### config.mk
export PLATFORM = sky130hd
export DESIGN_NAME = fetch_unit
export DESIGN_NICKNAME = d
export VERILOG_FILES = /design/src/rtl/fetch_pkg.sv /design/src/rtl/fetch_queue.sv /design/src/rtl/fetch_unit.sv
export SDC_FILE = /design/constraint.sdc
export NUM_CORES = 1
export LEC_CHECK = 0
export ABC_AREA = 0
export CORE_ASPECT_RATIO = 2
export CORE_MARGIN = 3
export CORE_UTILIZATION = 41
export CTS_CLUSTER_SIZE = 28
export DETAILED_ROUTE_END_ITERATION = 6
export PLACE_DENSITY = 0.71
export SYNTH_ARGS = -nofsm -noshare
export SYNTH_HDL_FRONTEND = slang
export SYNTH_SLANG_ARGS = --single-unit
export TNS_END_PERCENT = 1
### constraint.sdc
create_clock -name clk -period 2.27 [get_ports clk]
set_clock_uncertainty 0.05 [all_clocks]
set_input_delay 0.454 -clock clk [delete_from_list [all_inputs] [get_ports clk]]
set_output_delay 0.454 -clock clk [all_outputs]
set_load 0.05 [all_outputs]
### src/rtl/fetch_pkg.sv
// rtl/fetch_pkg.sv - shared types and helpers for the instruction-fetch front end
package fetch_pkg;

    localparam int IMEM_WORDS_DEFAULT = 101;

    typedef struct packed {
        logic [31:0] pc;
        logic [31:0] inst;
    } fetch_entry_t;

    typedef enum logic {
        FETCH_RUN,
        FETCH_HALT
    } fetch_state_t;

    // Word aligned and inside memory; the shifted compare cannot wrap.
    function automatic logic pc_legal(input logic [31:0] pc, input logic [31:0] words);
        return (pc[1:0] == 2'b00) && ({2'b00, pc[31:2]} < words);
    endfunction

endpackage

### src/rtl/fetch_queue.sv
// rtl/fetch_queue.sv - 2-entry fetch FIFO with flush, head always in slot0
module fetch_queue
    import fetch_pkg::*;
(
    input  logic         clk,
    input  logic         rst,
    input  logic         enq,
    input  logic         deq,
    input  logic         flush,
    input  fetch_entry_t entry,
    output logic [1:0]   count,
    output fetch_entry_t head
);

    fetch_entry_t slot0;
    fetch_entry_t slot1;
    logic [1:0]   cnt;

    always_ff @(posedge clk) begin
        if (rst || flush) begin
            cnt   <= 2'd0;
            slot0 <= '0;
            slot1 <= '0;
        end else begin
            case ({enq, deq})
                2'b10: begin
                    if (cnt == 2'd0) begin
                        slot0 <= entry;
                        cnt   <= 2'd1;
                    end else if (cnt == 2'd1) begin
                        slot1 <= entry;
                        cnt   <= 2'd2;
                    end
                end
                2'b01: begin
                    if (cnt != 2'd0) begin
                        slot0 <= slot1;
                        slot1 <= '0;
                        cnt   <= cnt - 2'd1;
                    end
                end
                2'b11: begin
                    if (cnt == 2'd1) begin
                        slot0 <= entry;
                    end else if (cnt == 2'd2) begin
                        slot0 <= slot1;
                        slot1 <= entry;
                    end else begin
                        slot0 <= entry;
                        cnt   <= 2'd1;
                    end
                end
                default: begin
                end
            endcase
        end
    end

    assign count = cnt;
    assign head  = (cnt != 2'd0) ? slot0 : '0;

endmodule

### src/rtl/fetch_unit.sv
// rtl/fetch_unit.sv - PC sequencing, redirect, fault halt and decode handshake
module fetch_unit
    import fetch_pkg::*;
#(
    parameter logic [31:0] RESET_PC   = 32'h0000_0000,
    parameter int          IMEM_WORDS = IMEM_WORDS_DEFAULT
) (
    input  logic        clk,
    input  logic        rst,
    output logic [31:0] imem_addr,
    input  logic [31:0] imem_inst,
    input  logic        redirect_valid,
    input  logic [31:0] redirect_pc,
    output logic        if_valid,
    input  logic        if_ready,
    output logic [31:0] if_pc,
    output logic [31:0] if_inst,
    output logic        fault,
    output logic [31:0] fault_pc
);

    localparam logic [31:0] WORDS = 32'(IMEM_WORDS);

    fetch_state_t state;
    fetch_state_t state_next;
    logic [31:0]  pc;
    logic [31:0]  pc_next;
    logic         fault_next;
    logic [31:0]  fault_pc_next;
    logic         fetch;
    logic         deq;
    logic         legal;
    logic [1:0]   q_count;
    fetch_entry_t q_head;
    fetch_entry_t q_entry;

    assign legal   = pc_legal(pc, WORDS);
    assign deq     = if_valid && if_ready;
    assign q_entry = '{pc: pc, inst: imem_inst};

    always_ff @(posedge clk) begin
        if (rst) begin
            state    <= FETCH_RUN;
            pc       <= RESET_PC;
            fault    <= 1'b0;
            fault_pc <= 32'd0;
        end else begin
            state    <= state_next;
            pc       <= pc_next;
            fault    <= fault_next;
            fault_pc <= fault_pc_next;
        end
    end

    always_comb begin
        state_next    = state;
        pc_next       = pc;
        fault_next    = fault;
        fault_pc_next = fault_pc;
        fetch         = 1'b0;
        if (redirect_valid) begin
            // Redirect wins over everything; a bad target is caught next cycle.
            state_next    = FETCH_RUN;
            pc_next       = redirect_pc;
            fault_next    = 1'b0;
            fault_pc_next = 32'd0;
        end else begin
            case (state)
                FETCH_RUN: begin
                    if (!legal) begin
                        state_next    = FETCH_HALT;
                        fault_next    = 1'b1;
                        fault_pc_next = pc;
                    end else if (q_count != 2'd2 || deq) begin
                        fetch   = 1'b1;
                        pc_next = pc + 32'd4;
                    end
                end
                FETCH_HALT: begin
                end
                default: begin
                    state_next = FETCH_HALT;
                end
            endcase
        end
    end

    fetch_queue u_queue (
        .clk   (clk),
        .rst   (rst),
        .enq   (fetch),
        .deq   (deq),
        .flush (redirect_valid),
        .entry (q_entry),
        .count (q_count),
        .head  (q_head)
    );

    assign imem_addr = pc;
    assign if_valid  = (q_count != 2'd0);
    assign if_pc     = q_head.pc;
    assign if_inst   = q_head.inst;

endmodule

==> results.sh <==
export IMPL_yosys_cell_types_count=49
export IMPL_finish_net_count=1160
export IMPL_power_share_switching_pct=26.7
export IMPL_design_die_area_um2=21200
export IMPL_post_route_cells_drive_above_1_share_pct=22.9
export IMPL_max_slew_margin_pct=58.8
export IMPL_clk_root_buffer_cell="clkbuf_16"
export IMPL_peakVddDrop_uv=472
export IMPL_htreeDepth=4
export IMPL_die_width_um=105
export IMPL_power_frac_seq_pct=48.6
export IMPL_post_route_period_util_pct=98.6
export IMPL_setup_viol=0
export IMPL_yosysWarningCount=0
export IMPL_utilization_of_the_core_after_routing_pct=60.6
export IMPL_gpl_final_weighted_congestion=0.865
export IMPL_internal_power_mw=5.34
export IMPL_drt_pass1_iterations=5
export IMPL_fp_dieH_um=203
export IMPL_yosys_top_cells_area="dfxtp_1 (49%), mux2i_1 (8.8%), nor2b_1 (5.4%)"
export IMPL_synthCells=868
export IMPL_postSynth_asyncResetShare_pct=0
export IMPL_top_cell_type_by_total_area_after_synthesis="dfxtp_1"
export IMPL_hpwlAfterDp_um=16000
export IMPL_netlist_area_um2=7970
export IMPL_synth_ff_latch_count=196
export IMPL_combinationalPowerShare_pct=11.3
export IMPL_port_buffer_count=197
export IMPL_ctsLongestPathBuffers=2
export IMPL_post_drt_via_cell_ratio=5.14
export IMPL_critPathLaunch="imem_addr[2]$_SDFFE_PP0P_"
export IMPL_final_setup_tns_ps=0
export IMPL_timing_critical_path_to_type="register"
export IMPL_cts_tree="built"
export IMPL_area_growth_syn_to_layout_pct=43.9
export IMPL_tritoncts_num_buffers=17
export IMPL_finalWirelength_um=22400
export IMPL_worst_r2r_setup_slack_ps=30
export IMPL_hold_class="reg -> reg"
export IMPL_finalPower_mw=7.28
export IMPL_number_of_synthesized_flops_with_an_enable_pin=0
export IMPL_hold_viol_final=0
export IMPL_critical_path_capture_point="u_queue.slot0[34]$_SDFFE_PP0P_"
export IMPL_mostFrequentLayoutCells="dfxtp_1 (172), clkdlybuf4s50_1 (121), buf_4 (111), nand2_1 (94), a21oi_1 (80)"
export IMPL_cp_required_ps=2580
export IMPL_kind_of_launch_point_of_the_worst_setup_path="register"
export IMPL_first_pass_grt_wire_length_um=36000
export IMPL_regToRegEndpoint="u_queue.slot0[34]$_SDFFE_PP0P_"
export IMPL_clock_sinks=196
export IMPL_rsz0062_at_grt="true"
export IMPL_tightest_slew_ps=618
export IMPL_maximum_capacitance_violations=0
export IMPL_clk_insertion_delay_late_ps=430
export IMPL_synthFlopType="dfxtp_1"
export IMPL_power_leakage_nw=4.33
export IMPL_syn_avg_cell_area_um2=9.18
export IMPL_clock_pin_slew_of_the_registers_on_the_worst_case_setup_and_hold_paths_ps=80
export IMPL_critPathKind="reg -> reg"
export IMPL_netlist_area_leader_share_pct=49.2
export IMPL_number_of_antenna_violations_at_the_first_check_in_global_routing=1
export IMPL_ff2ff_path_depth=10
export IMPL_power_frac_clock_pct=40.1
export IMPL_drc=0
export IMPL_timing_critical_path_arrival_ps=2550
export IMPL_antenna_violating_nets_post_route=0
export IMPL_number_of_standard_cell_rows_in_the_floorplan=71
export IMPL_final_max_slew_violation_count=0
export IMPL_min_period_ps=2240
export IMPL_grt_max_degree=58
export IMPL_io_pin_count=198
export IMPL_ys_seq_area_share_pct=49.2
export IMPL_cts_hold_repair_buffers=0
export IMPL_critical_path_max_fanout=14
export IMPL_avgRoutedWirePerCell_um=16.5
export IMPL_overall_routing_resource_usage_pct=21.0
export IMPL_first_global_vias=6863
export IMPL_pwr_density_cell_nw_per_um2=635
export IMPL_initialDrtViolationCount=312
export IMPL_outcome="finished clean"
export IMPL_netSwitchingPower_mw=1.94
export IMPL_vias=6975
export IMPL_crit_reg2reg_launch="imem_addr[2]$_SDFFE_PP0P_"
export IMPL_floorplan_initialDensity_pct=42.1
export IMPL_final_common_cell="dfxtp_1"
export IMPL_syn_nets=941
export IMPL_num_fill_cells=1613
export IMPL_grt_overflow=0
export IMPL_max_clock_freq_mhz=447
export IMPL_core_area_um2=18900
## worst min-delay path by stage
stage,slack (ps),start,depth (start not counted),to
3_3_place_gp,380,fault$_SDFFE_PP0P_,2,fault$_SDFFE_PP0P_
5_1_grt,410,u_queue.slot1[16]$_SDFFE_PP0P_,2,u_queue.slot0[16]$_SDFFE_PP0P_
3_5_place_dp,390,u_queue.slot1[18]$_SDFFE_PP0P_,2,u_queue.slot0[18]$_SDFFE_PP0P_
6_report,400,u_queue.slot1[18]$_SDFFE_PP0P_,2,u_queue.slot0[18]$_SDFFE_PP0P_
4_1_cts,400,u_queue.slot1[18]$_SDFFE_PP0P_,2,u_queue.slot0[18]$_SDFFE_PP0P_
2_1_floorplan,380,u_queue.slot1[44]$_SDFFE_PP0P_,1,u_queue.slot1[44]$_SDFFE_PP0P_
## logic make-up (layout without fill, tap and decap cells)
kind of cell               count (synthesis)  after routing  share of synthesized area [%]
adders and majority gates                  5              5                          0.785
buffers and inverters                     83            315                           4.96
other                                      0              1                              0
DFF                                      196            196                           49.2
xor gates and xnor gates                   5              5                          0.550
AOI/OAI and AO/OA                        179            179                           15.1
muxes                                     70             70                           8.79
and+or+nand+nor                          330            330                           20.6
## sequential cells by signal, summed over array words and instances (netlist names)
register       cells
fault              1
u_queue.count      2
imem_addr         32
fault_pc          32
u_queue.slot0     64
u_queue.slot1     64
state              1
## per-layer routing
| metal | vias to the layer above | wire length [um] | track usage, % |
|---|---|---|---|
| li1 | 3456 | - | - |
| met1 | 3286 | 8390 | 22.4 |
| met2 | 199 | 12200 | 39.3 |
| met3 | 34 | 1210 | 5.13 |
| met4 | 0 | 600 | 8.21 |
| met5 | - | 0 | 0 |
## worst max-delay path, stage by stage, from the launching register on
cell      delay [ps]
dfxtp_4          350
inv_2             50
ha_1             140
nor2b_1           40
o311a_1          360
buf_6            160
or4_4            480
nand2_4          120
buf_12           150
o221ai_1         120
a21oi_1          140
## through the flow
stage	worst slack, ps	hold slack, ps	std cells	area [um^2]
floorplan	-3.83	380	868	8130
global placement	-158	385	1321	10600
detailed placement	-184	391	1321	10600
CTS	-35.0	396	1354	11300
global route	-84.5	412	1356	11500
finish	30.8	399	1356	11500
## final cells by class
class / count / area, um^2 / share of cell area (%)
flip-flops and latches: 196 / 3980 / 34.7
repair buffers: 270 / 2600 / 22.7
inverters: 13 / 52.6 / 0.458
clock buffers: 18 / 439 / 3.83
multi-input cells: 589 / 3940 / 34.4
diodes: 1 / 2.50 / 0.0218
clock inverters: 14 / 136 / 1.19
well taps: 255 / 319 / 2.78
## Yosys cell counts, drive strengths merged (6+ instances only)
cell    number
inv         13
nor2b       69
a22o        19
a21oi       84
buf         30
nor3         8
nand2       98
nor4         6
and2        27
nand3       38
mux2i       70
dfxtp      196
a31oi       15
a22oi       19
o221ai      24
clkbuf      40
nor2        71
## power groups by stage
stage | Clock, mW | Sequential [mW] | Combinational, mW
after global routing | 3.14 | 3.55 | 0.872
after detailed placement | 0 | 3.62 | 0.809
after CTS | 3.01 | 3.54 | 0.818
final | 2.92 | 3.54 | 0.820
after global placement | 0 | 3.62 | 0.804
after floorplan | 0 | 3.79 | 0.261
## what timing repair did
action | 4_1_cts | 5_1_grt
setup endpoints to repair | 145 | 198
resized for setup | 12 | 46
pin swaps | 4 | 14
setup buffers | 1 | 1
(Power assumes the default switching activity.)
